<file path="src/rtl/hazard_pkg.sv">
// Shared encodings for the pipeline hazard controller:
// forwarding mux selects and divider sequencer states.
package hazard_pkg;

  localparam logic [1:0] FWD_RF  = 2'b00;
  localparam logic [1:0] FWD_WB  = 2'b01;
  localparam logic [1:0] FWD_MEM = 2'b10;

  typedef enum logic [1:0] {
    DIV_IDLE = 2'd0,
    DIV_BUSY = 2'd1,
    DIV_DONE = 2'd2
  } div_state_e;

endpackage

</file>
<file path="src/rtl/hazard_if.sv">
// Datapath <-> hazard controller bundle: stage register
// indices/enables in, stall/flush/forward controls out.
interface hazard_if #(
  parameter int REGW = 5
);

  logic [REGW-1:0] rsD;
  logic [REGW-1:0] rtD;
  logic [REGW-1:0] rsE;
  logic [REGW-1:0] rtE;
  logic [REGW-1:0] writeregE;
  logic [REGW-1:0] writeregM;
  logic [REGW-1:0] writeregW;
  logic            regwriteE;
  logic            regwriteM;
  logic            regwriteW;
  logic            memtoregE;
  logic            memtoregM;
  logic            branchD;
  logic            jumpregD;
  logic            div_startE;
  logic            exceptM;

  logic            stallF;
  logic            stallD;
  logic            stallE;
  logic            flushD;
  logic            flushE;
  logic            flushM;
  logic            flushW;
  logic            forwardAD;
  logic            forwardBD;
  logic [1:0]      forwardAE;
  logic [1:0]      forwardBE;
  logic            div_doneE;
  logic            flush_pc;

  modport master (
    output rsD, rtD, rsE, rtE,
    output writeregE, writeregM, writeregW,
    output regwriteE, regwriteM, regwriteW,
    output memtoregE, memtoregM,
    output branchD, jumpregD,
    output div_startE, exceptM,
    input  stallF, stallD, stallE,
    input  flushD, flushE, flushM, flushW,
    input  forwardAD, forwardBD,
    input  forwardAE, forwardBE,
    input  div_doneE, flush_pc
  );

  modport slave (
    input  rsD, rtD, rsE, rtE,
    input  writeregE, writeregM, writeregW,
    input  regwriteE, regwriteM, regwriteW,
    input  memtoregE, memtoregM,
    input  branchD, jumpregD,
    input  div_startE, exceptM,
    output stallF, stallD, stallE,
    output flushD, flushE, flushM, flushW,
    output forwardAD, forwardBD,
    output forwardAE, forwardBE,
    output div_doneE, flush_pc
  );

endinterface

</file>
<file path="src/rtl/div_stall_fsm.sv">
// Divider stall sequencer: holds E for DIV_CYCLES cycles,
// then pulses div_done once; abort returns to idle.
module div_stall_fsm
  import hazard_pkg::*;
#(
  parameter int DIV_CYCLES = 32
) (
  input  logic clk,
  input  logic rst_n,
  input  logic start,
  input  logic abort,
  output logic divstall,
  output logic div_done
);

  localparam int CW = $clog2(DIV_CYCLES);
  localparam logic [CW-1:0] CNT_INIT = CW'(DIV_CYCLES - 1);
  localparam logic [CW-1:0] CNT_ONE  = CW'(1);

  div_state_e      state, state_n;
  logic [CW-1:0]   cnt, cnt_n;

  always_ff @(posedge clk or negedge rst_n) begin
    if (!rst_n) begin
      state <= DIV_IDLE;
      cnt   <= '0;
    end else begin
      state <= state_n;
      cnt   <= cnt_n;
    end
  end

  always_comb begin
    state_n  = state;
    cnt_n    = cnt;
    divstall = 1'b0;
    div_done = 1'b0;
    unique case (state)
      DIV_IDLE: begin
        if (start) begin
          divstall = 1'b1;
          cnt_n    = CNT_INIT;
          state_n  = DIV_BUSY;
        end
      end
      DIV_BUSY: begin
        divstall = 1'b1;
        cnt_n    = cnt - CNT_ONE;
        if (cnt == CNT_ONE)
          state_n = DIV_DONE;
      end
      // Leave unconditionally so a held start cannot re-arm here
      DIV_DONE: begin
        div_done = 1'b1;
        state_n  = DIV_IDLE;
      end
      default: state_n = DIV_IDLE;
    endcase
    if (abort) begin
      state_n = DIV_IDLE;
      cnt_n   = '0;
    end
  end

endmodule

</file>
<file path="src/rtl/hazard_ctrl.sv">
// 5-stage pipeline hazard unit: forwarding selects, load/branch
// interlocks, divider stall window and exception flush.
module hazard_ctrl
  import hazard_pkg::*;
#(
  parameter int REGW       = 5,
  parameter int DIV_CYCLES = 32
) (
  input  logic     clk,
  input  logic     rst_n,
  hazard_if.slave  hz
);

  logic divstall;
  logic div_done;
  logic lwstall;
  logic brstall;
  logic sel_ex;
  logic sel_div;
  logic sel_hz;

  // $0 is hardwired, so it never creates a dependency
  function automatic logic hit(
    input logic [REGW-1:0] a,
    input logic [REGW-1:0] b
  );
    return (a != '0) && (a == b);
  endfunction

  div_stall_fsm #(
    .DIV_CYCLES(DIV_CYCLES)
  ) u_div (
    .clk      (clk),
    .rst_n    (rst_n),
    .start    (hz.div_startE),
    .abort    (hz.exceptM),
    .divstall (divstall),
    .div_done (div_done)
  );

  always_comb begin
    hz.forwardAE = FWD_RF;
    hz.forwardBE = FWD_RF;
    if (hz.regwriteM && hit(hz.writeregM, hz.rsE))
      hz.forwardAE = FWD_MEM;
    else if (hz.regwriteW && hit(hz.writeregW, hz.rsE))
      hz.forwardAE = FWD_WB;
    if (hz.regwriteM && hit(hz.writeregM, hz.rtE))
      hz.forwardBE = FWD_MEM;
    else if (hz.regwriteW && hit(hz.writeregW, hz.rtE))
      hz.forwardBE = FWD_WB;
  end

  assign hz.forwardAD = hz.regwriteM
                     && hit(hz.writeregM, hz.rsD);
  assign hz.forwardBD = hz.regwriteM
                     && hit(hz.writeregM, hz.rtD);

  assign lwstall = hz.memtoregE
                && (hit(hz.rtE, hz.rsD)
                 || hit(hz.rtE, hz.rtD));

  assign brstall = (hz.branchD || hz.jumpregD)
    && ((hz.regwriteE
         && (hit(hz.writeregE, hz.rsD)
          || hit(hz.writeregE, hz.rtD)))
     || (hz.memtoregM
         && (hit(hz.writeregM, hz.rsD)
          || hit(hz.writeregM, hz.rtD))));

  assign sel_ex  = rst_n && hz.exceptM;
  assign sel_div = rst_n && !hz.exceptM && divstall;
  assign sel_hz  = rst_n && !hz.exceptM && !divstall
                && (lwstall || brstall);

  assign hz.div_doneE = rst_n && !hz.exceptM && div_done;

  always_comb begin
    hz.stallF   = 1'b0;
    hz.stallD   = 1'b0;
    hz.stallE   = 1'b0;
    hz.flushD   = 1'b0;
    hz.flushE   = 1'b0;
    hz.flushM   = 1'b0;
    hz.flushW   = 1'b0;
    hz.flush_pc = 1'b0;
    unique case (1'b1)
      sel_ex: begin
        hz.flushD   = 1'b1;
        hz.flushE   = 1'b1;
        hz.flushM   = 1'b1;
        hz.flushW   = 1'b1;
        hz.flush_pc = 1'b1;
      end
      sel_div: begin
        hz.stallF = 1'b1;
        hz.stallD = 1'b1;
        hz.stallE = 1'b1;
        hz.flushM = 1'b1;
      end
      sel_hz: begin
        hz.stallF = 1'b1;
        hz.stallD = 1'b1;
        hz.flushE = 1'b1;
      end
      default: ;
    endcase
  end

endmodule
</file>
<file path="src/flat_wrapper.sv">
// flat-port wrapper written by rule: the top's interface ports become plain ports
module hazard_ctrl_flat import hazard_pkg::*;
#(
  parameter int REGW       = 5,
  parameter int DIV_CYCLES = 32
)
  (clk, rst_n, hz_rsD, hz_rtD, hz_rsE, hz_rtE, hz_writeregE, hz_writeregM, hz_writeregW, hz_regwriteE, hz_regwriteM, hz_regwriteW, hz_memtoregE, hz_memtoregM, hz_branchD, hz_jumpregD, hz_div_startE, hz_exceptM, hz_stallF, hz_stallD, hz_stallE, hz_flushD, hz_flushE, hz_flushM, hz_flushW, hz_forwardAD, hz_forwardBD, hz_forwardAE, hz_forwardBE, hz_div_doneE, hz_flush_pc);
  hazard_if #(.REGW(REGW)) hz_i ();
  input  logic clk;
  input  logic rst_n;
  input wire logic [$bits(hz_i.rsD)-1:0] hz_rsD;
  input wire logic [$bits(hz_i.rtD)-1:0] hz_rtD;
  input wire logic [$bits(hz_i.rsE)-1:0] hz_rsE;
  input wire logic [$bits(hz_i.rtE)-1:0] hz_rtE;
  input wire logic [$bits(hz_i.writeregE)-1:0] hz_writeregE;
  input wire logic [$bits(hz_i.writeregM)-1:0] hz_writeregM;
  input wire logic [$bits(hz_i.writeregW)-1:0] hz_writeregW;
  input wire logic [$bits(hz_i.regwriteE)-1:0] hz_regwriteE;
  input wire logic [$bits(hz_i.regwriteM)-1:0] hz_regwriteM;
  input wire logic [$bits(hz_i.regwriteW)-1:0] hz_regwriteW;
  input wire logic [$bits(hz_i.memtoregE)-1:0] hz_memtoregE;
  input wire logic [$bits(hz_i.memtoregM)-1:0] hz_memtoregM;
  input wire logic [$bits(hz_i.branchD)-1:0] hz_branchD;
  input wire logic [$bits(hz_i.jumpregD)-1:0] hz_jumpregD;
  input wire logic [$bits(hz_i.div_startE)-1:0] hz_div_startE;
  input wire logic [$bits(hz_i.exceptM)-1:0] hz_exceptM;
  output wire logic [$bits(hz_i.stallF)-1:0] hz_stallF;
  output wire logic [$bits(hz_i.stallD)-1:0] hz_stallD;
  output wire logic [$bits(hz_i.stallE)-1:0] hz_stallE;
  output wire logic [$bits(hz_i.flushD)-1:0] hz_flushD;
  output wire logic [$bits(hz_i.flushE)-1:0] hz_flushE;
  output wire logic [$bits(hz_i.flushM)-1:0] hz_flushM;
  output wire logic [$bits(hz_i.flushW)-1:0] hz_flushW;
  output wire logic [$bits(hz_i.forwardAD)-1:0] hz_forwardAD;
  output wire logic [$bits(hz_i.forwardBD)-1:0] hz_forwardBD;
  output wire logic [$bits(hz_i.forwardAE)-1:0] hz_forwardAE;
  output wire logic [$bits(hz_i.forwardBE)-1:0] hz_forwardBE;
  output wire logic [$bits(hz_i.div_doneE)-1:0] hz_div_doneE;
  output wire logic [$bits(hz_i.flush_pc)-1:0] hz_flush_pc;
  assign hz_i.rsD = hz_rsD;
  assign hz_i.rtD = hz_rtD;
  assign hz_i.rsE = hz_rsE;
  assign hz_i.rtE = hz_rtE;
  assign hz_i.writeregE = hz_writeregE;
  assign hz_i.writeregM = hz_writeregM;
  assign hz_i.writeregW = hz_writeregW;
  assign hz_i.regwriteE = hz_regwriteE;
  assign hz_i.regwriteM = hz_regwriteM;
  assign hz_i.regwriteW = hz_regwriteW;
  assign hz_i.memtoregE = hz_memtoregE;
  assign hz_i.memtoregM = hz_memtoregM;
  assign hz_i.branchD = hz_branchD;
  assign hz_i.jumpregD = hz_jumpregD;
  assign hz_i.div_startE = hz_div_startE;
  assign hz_i.exceptM = hz_exceptM;
  assign hz_stallF = hz_i.stallF;
  assign hz_stallD = hz_i.stallD;
  assign hz_stallE = hz_i.stallE;
  assign hz_flushD = hz_i.flushD;
  assign hz_flushE = hz_i.flushE;
  assign hz_flushM = hz_i.flushM;
  assign hz_flushW = hz_i.flushW;
  assign hz_forwardAD = hz_i.forwardAD;
  assign hz_forwardBD = hz_i.forwardBD;
  assign hz_forwardAE = hz_i.forwardAE;
  assign hz_forwardBE = hz_i.forwardBE;
  assign hz_div_doneE = hz_i.div_doneE;
  assign hz_flush_pc = hz_i.flush_pc;
  hazard_ctrl #(.REGW(REGW), .DIV_CYCLES(DIV_CYCLES)) u_core (.clk(clk), .rst_n(rst_n), .hz(hz_i));
endmodule
</file>
<file path="config.mk">
export PLATFORM = sky130hd
export DESIGN_NAME = hazard_ctrl_flat
export DESIGN_NICKNAME = d
export VERILOG_FILES = /design/src/rtl/hazard_pkg.sv /design/src/rtl/hazard_if.sv /design/src/rtl/div_stall_fsm.sv /design/src/rtl/hazard_ctrl.sv /design/src/flat_wrapper.sv
export SDC_FILE = /design/constraint.sdc
export NUM_CORES = 1
export LEC_CHECK = 0
export BUFFER_PORTS_ARGS = -buffer_cell sky130_fd_sc_hd__buf_2
export CORE_ASPECT_RATIO = 0.9
export CORE_MARGIN = 2
export CORE_UTILIZATION = 41
export DETAILED_ROUTE_END_ITERATION = 10
export GPL_TIMING_DRIVEN = 0
export PLACE_DENSITY = 0.84
export SYNTH_ARGS = -nofsm -noshare
export SYNTH_HDL_FRONTEND = slang
export SYNTH_SLANG_ARGS = --single-unit
</file>
<file path="constraint.sdc">
create_clock -name clk -period 1.1 [get_ports clk]
set_input_delay 0.055 -clock clk [delete_from_list [all_inputs] [get_ports clk]]
set_output_delay 0.055 -clock clk [all_outputs]
set_load 0.05 [all_outputs]
</file>
* Word-level counts from Yosys, hierarchy flattened
Index checks and enable logic that the tools add are counted.
** Storage, ports and cells
- Word-level logic and storage cells :: 82
- Register bits after elaboration :: 7
- Input bits :: 46
** Operators by class
- Add/subtract/negate cells :: 1
- Eq/ne operators :: 15
- Mux-type cells :: 19
- Reduce and logical (&&, ||, !) cells :: 45
** Operators with widths (number)
- $eq 5x5->1 :: 10
- $logic_and 1x1->1 :: 26
- $reduce_bool 5->1 :: 4
- $mux 2 :: 5
- $mux 5 :: 2
- $pmux 5 s2 :: 1
- $mux 1 :: 9
- $logic_or 1x1->1 :: 6
- $ne 3x3->1 const B :: 2
- $reduce_or 2->1 :: 3
- $eq 5x1->1 const B :: 1
- $sub 5x1->5 const B :: 1
- $pmux 2 s2 :: 1
- $reduce_and 2->1 :: 2
- $reduce_bool 3->1 :: 1
- $eq 2x1->1 const B :: 1
- $eq 2x2->1 const B :: 1
- $logic_not 1->1 :: 2
- $logic_not 2->1 :: 1
- $pmux 1 s2 :: 1

* Depth between registers and ports, before layout
- Depth in word-level cells :: 10
- Gate-level depth with buffers :: 7

* Modules after synthesis
From an unflattened synthesis, not the netlist that was laid out.
** Second synthesis, totals
- Cells, all modules :: 152
- Area total of the unflattened synthesis :: 1169.9 um^2
** Modules (own cells, without submodules)
- hazard_ctrl :: cells an instance 113, area each 785.8 um^2, seq. area each 0.0 um^2, times used 1
- div_stall_fsm :: cells an instance 39, area each 384.1 um^2, seq. area each 175.2 um^2, times used 1

* Worst setup path before layout
Ideal clock, no wire load.
- Path kind :: input -> output
- Start point :: input port hz_rtE[0]
- End point :: output port hz_stallF
- Data required time :: 1045 ps
- Stages on the path :: 7
- Buffers on the path :: 2
- Arrival :: 2081 ps
- Slack :: -1036 ps
- Path through :: buf_2 > xnor2_1 > nand3_1 > nor3_1 > o221ai_2 > a41oi_1 > buf_4
** Between the ends
- Longest elaborated chain between the ends :: 8
- Elaborated cells on any way between the ends :: 11
** Ends and longest elaborated chain
- start, declared :: RTL line flat_wrapper.sv:14 : input wire logic [$bits(hz_i.rtE)-1:0] hz_rtE;
- $eq 5x5->1 / $reduce_bool 5->1 (equally long branches) :: RTL line hazard_ctrl.sv:27 : return (a != '0) && (a == b);
- $logic_and 1x1->1 :: RTL line hazard_ctrl.sv:27
- $logic_or 1x1->1 * :: RTL line hazard_ctrl.sv:61 : || hit(hz.rtE, hz.rtD));
- $logic_and 1x1->1 * :: RTL line hazard_ctrl.sv:60 : && (hit(hz.rtE, hz.rsD)
- $logic_or 1x1->1 * :: RTL line hazard_ctrl.sv:74 : && (lwstall || brstall);
- $logic_and 1x1->1 * :: RTL line hazard_ctrl.sv:74
- $reduce_or 2->1 (no source line) *
- $mux 1 *
- end, declared :: RTL line flat_wrapper.sv:27 : output wire logic [$bits(hz_i.stallF)-1:0] hz_stallF;
Every way passes the cells marked *; elsewhere a longest branch is shown, timed or not.

* Worst setup path after layout
- Start point :: input port hz_rsD[0]
- End point :: output port hz_stallF
** Between the ends
- Longest elaborated chain between the ends :: 10
- Elaborated cells on any way between the ends :: 18
** Ends and longest elaborated chain
- start, declared :: RTL line flat_wrapper.sv:11 : input wire logic [$bits(hz_i.rsD)-1:0] hz_rsD;
- $eq 5x5->1 :: RTL line hazard_ctrl.sv:27
- $logic_and 1x1->1 :: RTL line hazard_ctrl.sv:27
- $logic_or 1x1->1, on equally long branches :: RTL line hazard_ctrl.sv:66, hazard_ctrl.sv:69
- $logic_and 1x1->1, on equally long branches :: RTL line hazard_ctrl.sv:65, hazard_ctrl.sv:68
- $logic_or 1x1->1 :: RTL line hazard_ctrl.sv:67 : || (hz.memtoregM
- $logic_and 1x1->1 :: RTL line hazard_ctrl.sv:64 : && ((hz.regwriteE
- $logic_or 1x1->1 * :: RTL line hazard_ctrl.sv:74
- $logic_and 1x1->1 * :: RTL line hazard_ctrl.sv:74
- $reduce_or 2->1 (no source line) *
- $mux 1 * :: RTL line hazard_ctrl.sv:87 : unique case (1'b1)
Marked as above.

==> flow_metrics.env <==
export IMPL_fmax_mhz=655
export IMPL_dr_pass1_iters=4
export IMPL_postSynthAreaPerCell_um2=8.38
export IMPL_failed_checks="negative setup slack"
export IMPL_synth_cell_type_count=36
export IMPL_async_flop_share=1.00
export IMPL_slew_viol_final=0
export IMPL_tightest_slew_ns=0.353
export IMPL_cts_tree="built"
export IMPL_drcViolationCount=0
export IMPL_overflow=0
export IMPL_ff2ff_path_depth=6
export IMPL_fp_coreArea_mm2=0.00275
export IMPL_finalPower_w=0.00167
export IMPL_final_common_cell="buf_6"
export IMPL_drive_above_1_share=0.726
export IMPL_max_slew_margin=0.764
export IMPL_htreeDepth=1
export IMPL_cp_slowest_cell="a41oi_4"
export IMPL_syn_to_final_growth_pct=110
export IMPL_status="finished with violations"
export IMPL_p_leak_nw=1.03
export IMPL_min_path_cells=2
export IMPL_p_per_area_mw_per_mm2=671
export IMPL_setup_slack_ns=-0.426
export IMPL_wl_per_cell_um=21.3
export IMPL_setup_viol=19
export IMPL_clock_sinks=7
export IMPL_syn_inst=142
export IMPL_numCtsBuffers=3
export IMPL_clk_pin_slew_ns=0.06
export IMPL_grt_max_degree=9
export IMPL_grt_antenna_before_repair=0
export IMPL_required_ns=1.04
export IMPL_ir_drop_mv=0.764
export IMPL_initial_core_util=0.433
export IMPL_placed_area_mm2=0.00179
export IMPL_clockBufferDepth=2
export IMPL_slowest_delay_ns=0.28
export IMPL_yosysWarnings=0
export IMPL_cp_depth=8
export IMPL_rsz0062_at_grt="yes"
export IMPL_cts_root_buf="clkbuf_4"
export IMPL_ys_ff_latch=7
export IMPL_min_period_ns=1.53
export IMPL_portBuffers=50
export IMPL_via_per_inst=5.60
export IMPL_path_cells="buf_2 -> xnor2_1 -> nand3_1 -> o22ai_2 -> o2111ai_4 -> a41oi_4 -> buf_6 -> buf_8"
export IMPL_die_h_um=55.1
export IMPL_synth_area_mm2=0.00119
export IMPL_wl_mm=5.44
export IMPL_hold_viol_final=0
export IMPL_fin_area_mm2=0.00249
export IMPL_dp_hpwl_mm=2.95
export IMPL_postRouteAntennaNets=0
export IMPL_gp_congestion=0.850
export IMPL_grt_pass1_vias=1322
export IMPL_die_area_mm2=0.00335
export IMPL_ys_flop_type="dfrtp_1"
export IMPL_path_class="in -> out"
export IMPL_fin_worst_skew_ns=0.00632
export IMPL_path_max_fanout=3
export IMPL_vias=1427
export IMPL_synth_edf_count=0
export IMPL_drt_iter0_drc=38
export IMPL_post_place_ws_ns=-0.487
export IMPL_track_usage=0.249
export IMPL_synth_top_area_frac=0.213
export IMPL_cp_end_kind="primary output"
export IMPL_io_pins=61
export IMPL_min_path_type="in -> reg"
export IMPL_crit_arrival_ns=1.47
export IMPL_netlist_top_cells_area="xnor2_1 (21%), xor2_1 (16%), dfrtp_1 (15%), buf_6 (4.7%), nor4_2 (4.2%)"
export IMPL_diodes=0
export IMPL_synthesis_nets=190
export IMPL_layout_common_cells="buf_6 (26), buf_2 (24), xor2_1 (22)"
export IMPL_crit_family="compound AO/OA/AOI/OAI gates"
export IMPL_path_buf_inv=3
export IMPL_clk_latency_ns=0.26
export IMPL_critPathLaunchType="input pin"
export IMPL_nets=264
export IMPL_die_w_um=60.8
export IMPL_rows=18
export IMPL_cap_viol_max_count=0
export IMPL_grt_pass1_wl_mm=6.09
export IMPL_yosysTopAreaCell="xnor2_1"
export IMPL_fin_crit_sh=1.39
export IMPL_synth_seq_area_share=0.147
==> registers in the layout (all words and copies together), names as in the netlist <==
signal / count
u_core.u_div.cnt: 5
u_core.u_div.state: 2
==> synthesized netlist by cell type, types with 2 or more instances <==
master	instances
buf_6	5
nor2b_1	3
a21oi_1	2
dfrtp_1	7
a41oi_1	2
a211oi_1	3
inv_1	3
nand3_1	8
xor2_1	22
or2_2	2
o2111ai_1	2
clkbuf_1	2
buf_4	3
ha_1	2
or4_1	4
buf_2	5
nor4_2	4
nand2_1	7
xnor2_1	29
nor3_1	5
nor2_1	7
==> cells by family (layout without fill, tap and decap cells) <==
family	after synthesis	after routing	share of synthesized area
buffers and inverters	18	91	0.103
flip-flops	7	7	0.147
XOR/XNOR	51	51	0.375
AND/OR/NAND/NOR	47	47	0.240
adder cells (fa/ha/maj)	2	2	0.0210
AO/OA/AOI/OAI	17	17	0.114
==> per-stage QoR <==
| stage | utilization | std cells | hold WS, ns | setup TNS, ns |
|---|---|---|---|---|
| 2_1_floorplan | - | 142 | -0.241 | -2.25 |
| 4_1_cts | 0.750 | 245 | 0.0848 | -2.67 |
| 3_5_place_dp | 0.652 | 232 | -0.0657 | -3.75 |
| 6_report | 0.908 | 255 | 0.0955 | -3.58 |
| 3_3_place_gp | 0.652 | 232 | -0.0738 | -2.97 |
| 5_1_grt | 0.908 | 255 | 0.111 | -4.17 |
==> area by class of cell <==
class / instances / area, um^2
fillers: 116 / 253
well taps: 40 / 50.0
plain buffers: 13 / 176
repair buffers: 71 / 614
flip-flops and latches: 7 / 176
multi-input cells: 117 / 1440
clock buffers: 4 / 26.3
inverters: 3 / 11.3
==> where the power goes <==
part | total (W) | switching [W] | internal (W)
logic | 0.00112 | 0.000568 | 0.000548
registers | 0.000321 | 0.0000379 | 0.000283
clock network | 0.000238 | 0.0000996 | 0.000139
==> per-layer routing <==
metal	share of wire	GRT usage	vias to the layer above
met5	0	0	-
met4	0.059	0.101	0
met3	0.045	0.0349	28
met2	0.51	0.466	70
met1	0.39	0.286	695
li1	-	-	634
==> what timing repair did <==
action / in CTS / in global routing
setup buffers: 10 / 12
endpoints found under the hold margin: 7 / 0
setup endpoints to repair: 18 / 19
pin swaps: 11 / 31
hold buffers: 1 / 0
resized for setup: 51 / 72
==> path summary, 6_finish.rpt <==
kind,start,endpoint,slack [ns]
max,hz_rsD[0],hz_stallF,-0.43
min,hz_exceptM,u_core.u_div.cnt[2],0.1
max reg2reg,u_core.u_div.state[0],u_core.u_div.cnt[1],-0.28
min reg2reg,u_core.u_div.cnt[3],u_core.u_div.cnt[3],0.60
max in group asynchronous,rst_n,u_core.u_div.cnt[2],0.49
min in group asynchronous,rst_n,u_core.u_div.cnt[4],0.33
No activity file was read; power rests on OpenSTA's default activity.
